## src/rtl/zbt_req_ctrl.sv

```systemverilog
// Request-side controller for a 36-bit pipelined ZBT/NoBL SRAM.
// One request per cycle feeds a fixed C1..C4 slot pipeline: address, write data, read capture, return.
module zbt_req_ctrl #(
  parameter int DSIZE       = 36,
  parameter int ASIZE       = 19,
  parameter int BWSIZE      = 4,
  parameter int INIT_CYCLES = 16
) (
  input  logic              clk,
  input  logic              reset,
  input  logic              req_valid,
  output logic              req_ready,
  input  logic              req_rw_n,
  input  logic [ASIZE-1:0]  req_addr,
  input  logic [DSIZE-1:0]  req_wdata,
  input  logic [BWSIZE-1:0] req_bw,
  output logic              rd_valid,
  output logic [DSIZE-1:0]  rd_data,
  output logic              ctrl_idle,
  output logic [ASIZE-1:0]  sram_addr,
  output logic              sram_ce_n,
  output logic              sram_we_n,
  output logic              sram_adv_ld_n,
  output logic [BWSIZE-1:0] sram_bw_n,
  output logic              sram_oe_n,
  output logic [DSIZE-1:0]  ctrl_in_rw_n,
  output logic [DSIZE-1:0]  data_in,
  input  logic [DSIZE-1:0]  read_data
);

  typedef enum logic {INIT, RUN} state_t;

  localparam int          STAGES    = 2;
  // INIT_CYCLES = 0 collapses to the same test as 1: leave INIT on the first edge.
  localparam logic [15:0] INIT_LAST = 16'((INIT_CYCLES == 0) ? 0 : INIT_CYCLES - 1);

  state_t            state, state_nxt;
  logic [15:0]       init_cnt;
  logic [STAGES:0]   vld_pipe;  // slot occupancy, bit 0 = C1 .. bit 2 = C3
  logic [STAGES:0]   rd_pipe;   // slot holds a read, same indexing
  logic [DSIZE-1:0]  wdata_q;
  logic              accept;
  logic              wr_c1;

  assign req_ready = (state == RUN);
  assign accept    = req_valid & req_ready;
  assign wr_c1     = vld_pipe[0] & ~rd_pipe[0];

  always_comb begin
    state_nxt = state;
    if (state == INIT && init_cnt == INIT_LAST) state_nxt = RUN;
  end

  always_ff @(posedge clk) begin
    if (!reset) begin
      state         <= INIT;
      init_cnt      <= '0;
      vld_pipe      <= '0;
      rd_pipe       <= '0;
      wdata_q       <= '0;
      ctrl_idle     <= 1'b0;
      sram_addr     <= '0;
      sram_ce_n     <= 1'b1;
      sram_we_n     <= 1'b1;
      sram_adv_ld_n <= 1'b1;
      sram_bw_n     <= '1;
      sram_oe_n     <= 1'b1;
      ctrl_in_rw_n  <= '1;
      data_in       <= '0;
      rd_valid      <= 1'b0;
      rd_data       <= '0;
    end else begin
      state <= state_nxt;
      if (state == INIT) init_cnt <= init_cnt + 16'd1;

      vld_pipe  <= {vld_pipe[STAGES-1:0], accept};
      rd_pipe   <= {rd_pipe[STAGES-1:0], accept & req_rw_n};
      // C3 moving to C4 still counts as in flight for one more cycle.
      ctrl_idle <= (state_nxt == RUN) && !accept && !(|vld_pipe);

      // C1: address/control stage
      if (accept) begin
        sram_addr     <= req_addr;
        sram_ce_n     <= 1'b0;
        sram_we_n     <= req_rw_n;
        sram_adv_ld_n <= 1'b0;
        sram_bw_n     <= req_rw_n ? '1 : ~req_bw;
        wdata_q       <= req_wdata;
      end else begin
        sram_ce_n     <= 1'b1;
        sram_we_n     <= 1'b1;
        sram_adv_ld_n <= (state_nxt != RUN);
        sram_bw_n     <= '1;
      end

      // C2: arm the I/O stage so it drives dq during C3, matching the SRAM write latency
      ctrl_in_rw_n <= wr_c1 ? '0 : '1;
      if (wr_c1) data_in <= wdata_q;

      // C3: SRAM drives dq for reads
      sram_oe_n <= ~(vld_pipe[1] & rd_pipe[1]);

      // C4: capture at the end of C3 and present
      rd_valid <= vld_pipe[2] & rd_pipe[2];
      if (vld_pipe[2] & rd_pipe[2]) rd_data <= read_data;
    end
  end

endmodule

```

## config.mk

```make
export PLATFORM = sky130hd
export DESIGN_NAME = zbt_req_ctrl
export DESIGN_NICKNAME = d
export VERILOG_FILES = /design/src/rtl/zbt_req_ctrl.sv
export SDC_FILE = /design/constraint.sdc
export NUM_CORES = 1
export LEC_CHECK = 0
export CORE_ASPECT_RATIO = 1.2
export CORE_MARGIN = 5
export CORE_UTILIZATION = 35
export CTS_BUF_LIST = sky130_fd_sc_hd__clkbuf_8
export DETAILED_ROUTE_END_ITERATION = 8
export PLACE_DENSITY_LB_ADDON = 0.2
export REMOVE_ABC_BUFFERS = 1
export SLEW_MARGIN = 20
export SYNTH_ARGS = -nofsm -noshare
export SYNTH_HDL_FRONTEND = slang
export SYNTH_SLANG_ARGS = --single-unit
```

## constraint.sdc

```tcl
create_clock -name clk -period 1.5 [get_ports clk]
set_input_delay 0.45 -clock clk [delete_from_list [all_inputs] [get_ports clk]]
set_output_delay 0.45 -clock clk [all_outputs]
set_load 0.1 [all_outputs]
```

==> impl_metrics.json <==
{
  "die-height_um": 149,
  "rrSetupSlack_ns": 0.04,
  "result_of_the_run": "finished with violations",
  "report.final.setup_viol": 37,
  "min_to": "sram_oe_n$_SDFF_PN1_",
  "fraction_of_layout_cells_with_a_size_suffix_above_1": 0.386,
  "max_cap_viols": 0,
  "vias_per_cell": 4.78,
  "power_per_cell_area_nw_per_um2": 789,
  "hp-class": "reg2reg",
  "post_synth_num_cell_types": 35,
  "placed_area_sq_um": 9510,
  "vdd.ir_drop.worst_uv": 557,
  "cts.htree.levels": 4,
  "floorplan_core_area_sq_um": 15700,
  "tritoncts": "built",
  "antenna_left": 0,
  "initialDrtViolationCount": 193,
  "wire_length_of_the_first_global_routing_pass_um": 26500,
  "mappedNetlistArea_sq_um": 5640,
  "failed_checks": "negative setup slack",
  "synth_warn": 0,
  "r2r_end": "init_cnt[7]$_SDFFE_PN0N_",
  "crit_path_top_delay_cell": "sky130_fd_sc_hd__dfxtp_4",
  "worstMarginPinSlew_ns": 0.350,
  "post-synth-top-area-cell": "sky130_fd_sc_hd__dfxtp_1",
  "design.portCount": 237,
  "fin_area_sq_um": 10400,
  "critPathLaunchType": "register",
  "final_core_utilization": 0.664,
  "nFillCells": 1170,
  "detailroute.via_count": 4986,
  "vias_in_the_first_global_route": 5051,
  "cts_hold_buffers": 0,
  "crit_path_max_fanout": 7,
  "timing.final.crit_period_ns": 1.75,
  "r2r.worst_path.cells": 5,
  "part_of_the_yosys_area_used_for_sequential_elements": 0.572,
  "synthFlopType": "sky130_fd_sc_hd__dfxtp_1",
  "cts_made_buffers": 17,
  "busiest_layer": "met2",
  "place.gp.congestion": 0.823,
  "whs_path_depth": 1,
  "regArea_sq_um": 3350,
  "synth_largest_type_area_fraction": 0.572,
  "worstSkewPairLatency_ns": 0.44,
  "grt_util_all_layers": 0.176,
  "grt_use_met3": 0.0849,
  "timing.final.hold_violations": 0,
  "final_setup_margin_ns": -0.255,
  "layout_skew_ns": 0.00736,
  "maxSlewHeadroom": 0.765,
  "synth-edff-count": 0,
  "crit_chain": "bufbuf_16 > buf_12",
  "grt_remaining_overflow": 0,
  "grt_util_met1": 0.188,
  "worstPathRequired_ns": 1.05,
  "dpl.hpwl_um": 12000,
  "post-route-period-util": 1.17,
  "floorplan.die_area_sq_um": 18700,
  "post-route-drc-count": 0,
  "layout-area-overhead-vs-synth_pct": 84.9,
  "cts_buffer_depth": 2,
  "syn_inst": 602,
  "reg2reg_launch_point": "req_ready$_SDFF_PN0_",
  "detail_route.first_pass.iterations": 4,
  "critical-path-max-stage-delay_ns": 0.39,
  "critical_path.n_buffers_inverters": 2,
  "postSynth.asyncResetShare": 0,
  "initial_utilization": 0.359,
  "cts_sinks": 161,
  "crit_path_leading_delay_family": "buffers and inverters",
  "drv_slew": 0,
  "design.final.nets": 923,
  "post_synth.cell_area_avg_sq_um": 9.36,
  "critical_path_arrival_ns": 1.30,
  "rsz0062_at_grt": "yes",
  "multiInputGateArea_sq_um": 2030,
  "synth_top_cells_by_area": "sky130_fd_sc_hd__dfxtp_1 (57%), sky130_fd_sc_hd__nand2_1 (11%), sky130_fd_sc_hd__a22o_1 (8.5%)",
  "antenna_found_initial": 0,
  "max_freq_mhz": 570,
  "rows": 50,
  "clock_tree.root_cell": "sky130_fd_sc_hd__clkbuf_8",
  "setup_total_negative_slack_ns": -8.22,
  "avgRoutedWirePerCell_um": 15.8,
  "power.static_leakage_nw": 4.03,
  "worst_setup_hold_path_clk_slew_ns": 0.08,
  "yosys-top-cells-count": "sky130_fd_sc_hd__dfxtp_1 (161), sky130_fd_sc_hd__nand2_1 (161), sky130_fd_sc_hd__a21oi_1 (81)",
  "path_type_of_the_worst_setup_path": "reg2out",
  "port-buffer-count": 236,
  "ys_ff_latch": 161,
  "grt.met2_usage": 0.302,
  "floorplan_die_width_um": 126,
  "grt_max_degree": 56,
  "totalWireLength_um": 16500,
  "endpoint_kind": "output port",
  "holdCritStartpoint": "vld_pipe[1]$_SDFF_PN0_"
}
## cell families (layout without fill, tap and decap cells)
| family | count (synthesis) | after routing | share of synthesized area |
|---|---|---|---|
| simple gates | 208 | 208 | 0.163 |
| flops | 161 | 161 | 0.572 |
| compound gates | 145 | 145 | 0.168 |
| buf+inv | 78 | 311 | 0.0802 |
| mux | 5 | 5 | 0.00888 |
| xor+xnor | 4 | 4 | 0.00622 |
| fa+ha+maj | 1 | 1 | 0.00222 |
| other cells | 0 | 1 | 0 |
## worst max path at each step
stage | start | end | slack [ns] | cells past startpoint
floorplan | ctrl_in_rw_n[34]$_SDFF_PN1_ | ctrl_in_rw_n[0] | -22.41 | 0
global placement | req_valid | wdata_q[13]$_SDFFE_PN0N_ | -0.19 | 5
detailed placement | req_valid | wdata_q[3]$_SDFFE_PN0N_ | -0.24 | 5
CTS | ctrl_in_rw_n[34]$_SDFF_PN1_ | ctrl_in_rw_n[17] | -0.28 | 2
global route | ctrl_in_rw_n[34]$_SDFF_PN1_ | ctrl_in_rw_n[9] | -0.31 | 2
finish | ctrl_in_rw_n[34]$_SDFF_PN1_ | ctrl_in_rw_n[22] | -0.25 | 2
## where the power goes
group	internal, W	total (W)	switching, W
registers	0.00427	0.00428	0.00000889
logic	0.000276	0.000408	0.000132
clock network	0.00197	0.00354	0.00157
## final cells by class
type | instances | area share
Timing Repair Buffer | 276 | 0.413
Sequential cell | 161 | 0.322
Multi-Input combinational cell | 363 | 0.195
Tap cell | 208 | 0.0250
Clock buffer | 17 | 0.0225
Clock inverter | 14 | 0.0207
Inverter | 4 | 0.00144
Antenna cell | 1 | 0.000240
## stage by stage
step | worst slack [ns] | instances | hold WS (ns) | total power, W
final | -0.255 | 1044 | 0.436 | 0.00823
after global placement | -0.192 | 995 | 0.385 | 0.00478
after global routing | -0.308 | 1043 | 0.458 | 0.00858
after CTS | -0.283 | 1040 | 0.425 | 0.00833
after floorplan | -22.41 | 528 | 0.367 | 0.00445
after detailed placement | -0.241 | 995 | 0.398 | 0.00479
## registers in the layout (all words and copies together) (netlist names)
signal	flops
data_in	36
rd_data	36
wdata_q	36
sram_addr	19
init_cnt	16
sram_bw_n	4
rd_pipe	3
vld_pipe	3
ctrl_idle	1
ctrl_in_rw_n	1
rd_valid	1
req_ready	1
sram_adv_ld_n	1
sram_ce_n	1
sram_oe_n	1
sram_we_n	1
## placed cells by master, fill, tap and decap left out, drive strengths merged, types with 2 or more instances in the layout
master	Yosys	final
o21ai	3	3
a21oi	81	81
clkinvlp	0	3
nor4	7	7
nor2	7	7
nand2	161	161
or4	4	4
nand4	6	6
bufinv	0	5
nand2b	6	6
o31ai	4	4
clkinv	1	2
a22o	55	55
nand4b	3	3
clkdlybuf4s50	0	98
inv	3	8
dfxtp	161	161
buf	50	177
and2	6	6
xor2	3	3
clkbuf	24	17
mux2i	5	5
or3	3	3
## metal layers
metal,up-vias,wire length [um],share of wire
li1,2454,-,-
met4,0,275,0.017
met1,2331,6160,0.37
met3,20,1730,0.10
met2,181,8380,0.51
met5,-,0,0
## what timing repair did
item,4_1_cts,5_1_grt
gates resized for setup,65,67
gates cloned,4,0
setup endpoints to repair,93,90
pin swaps,1,4
setup buffers,10,6
Note: power is estimated with default switching activity, not from simulation.
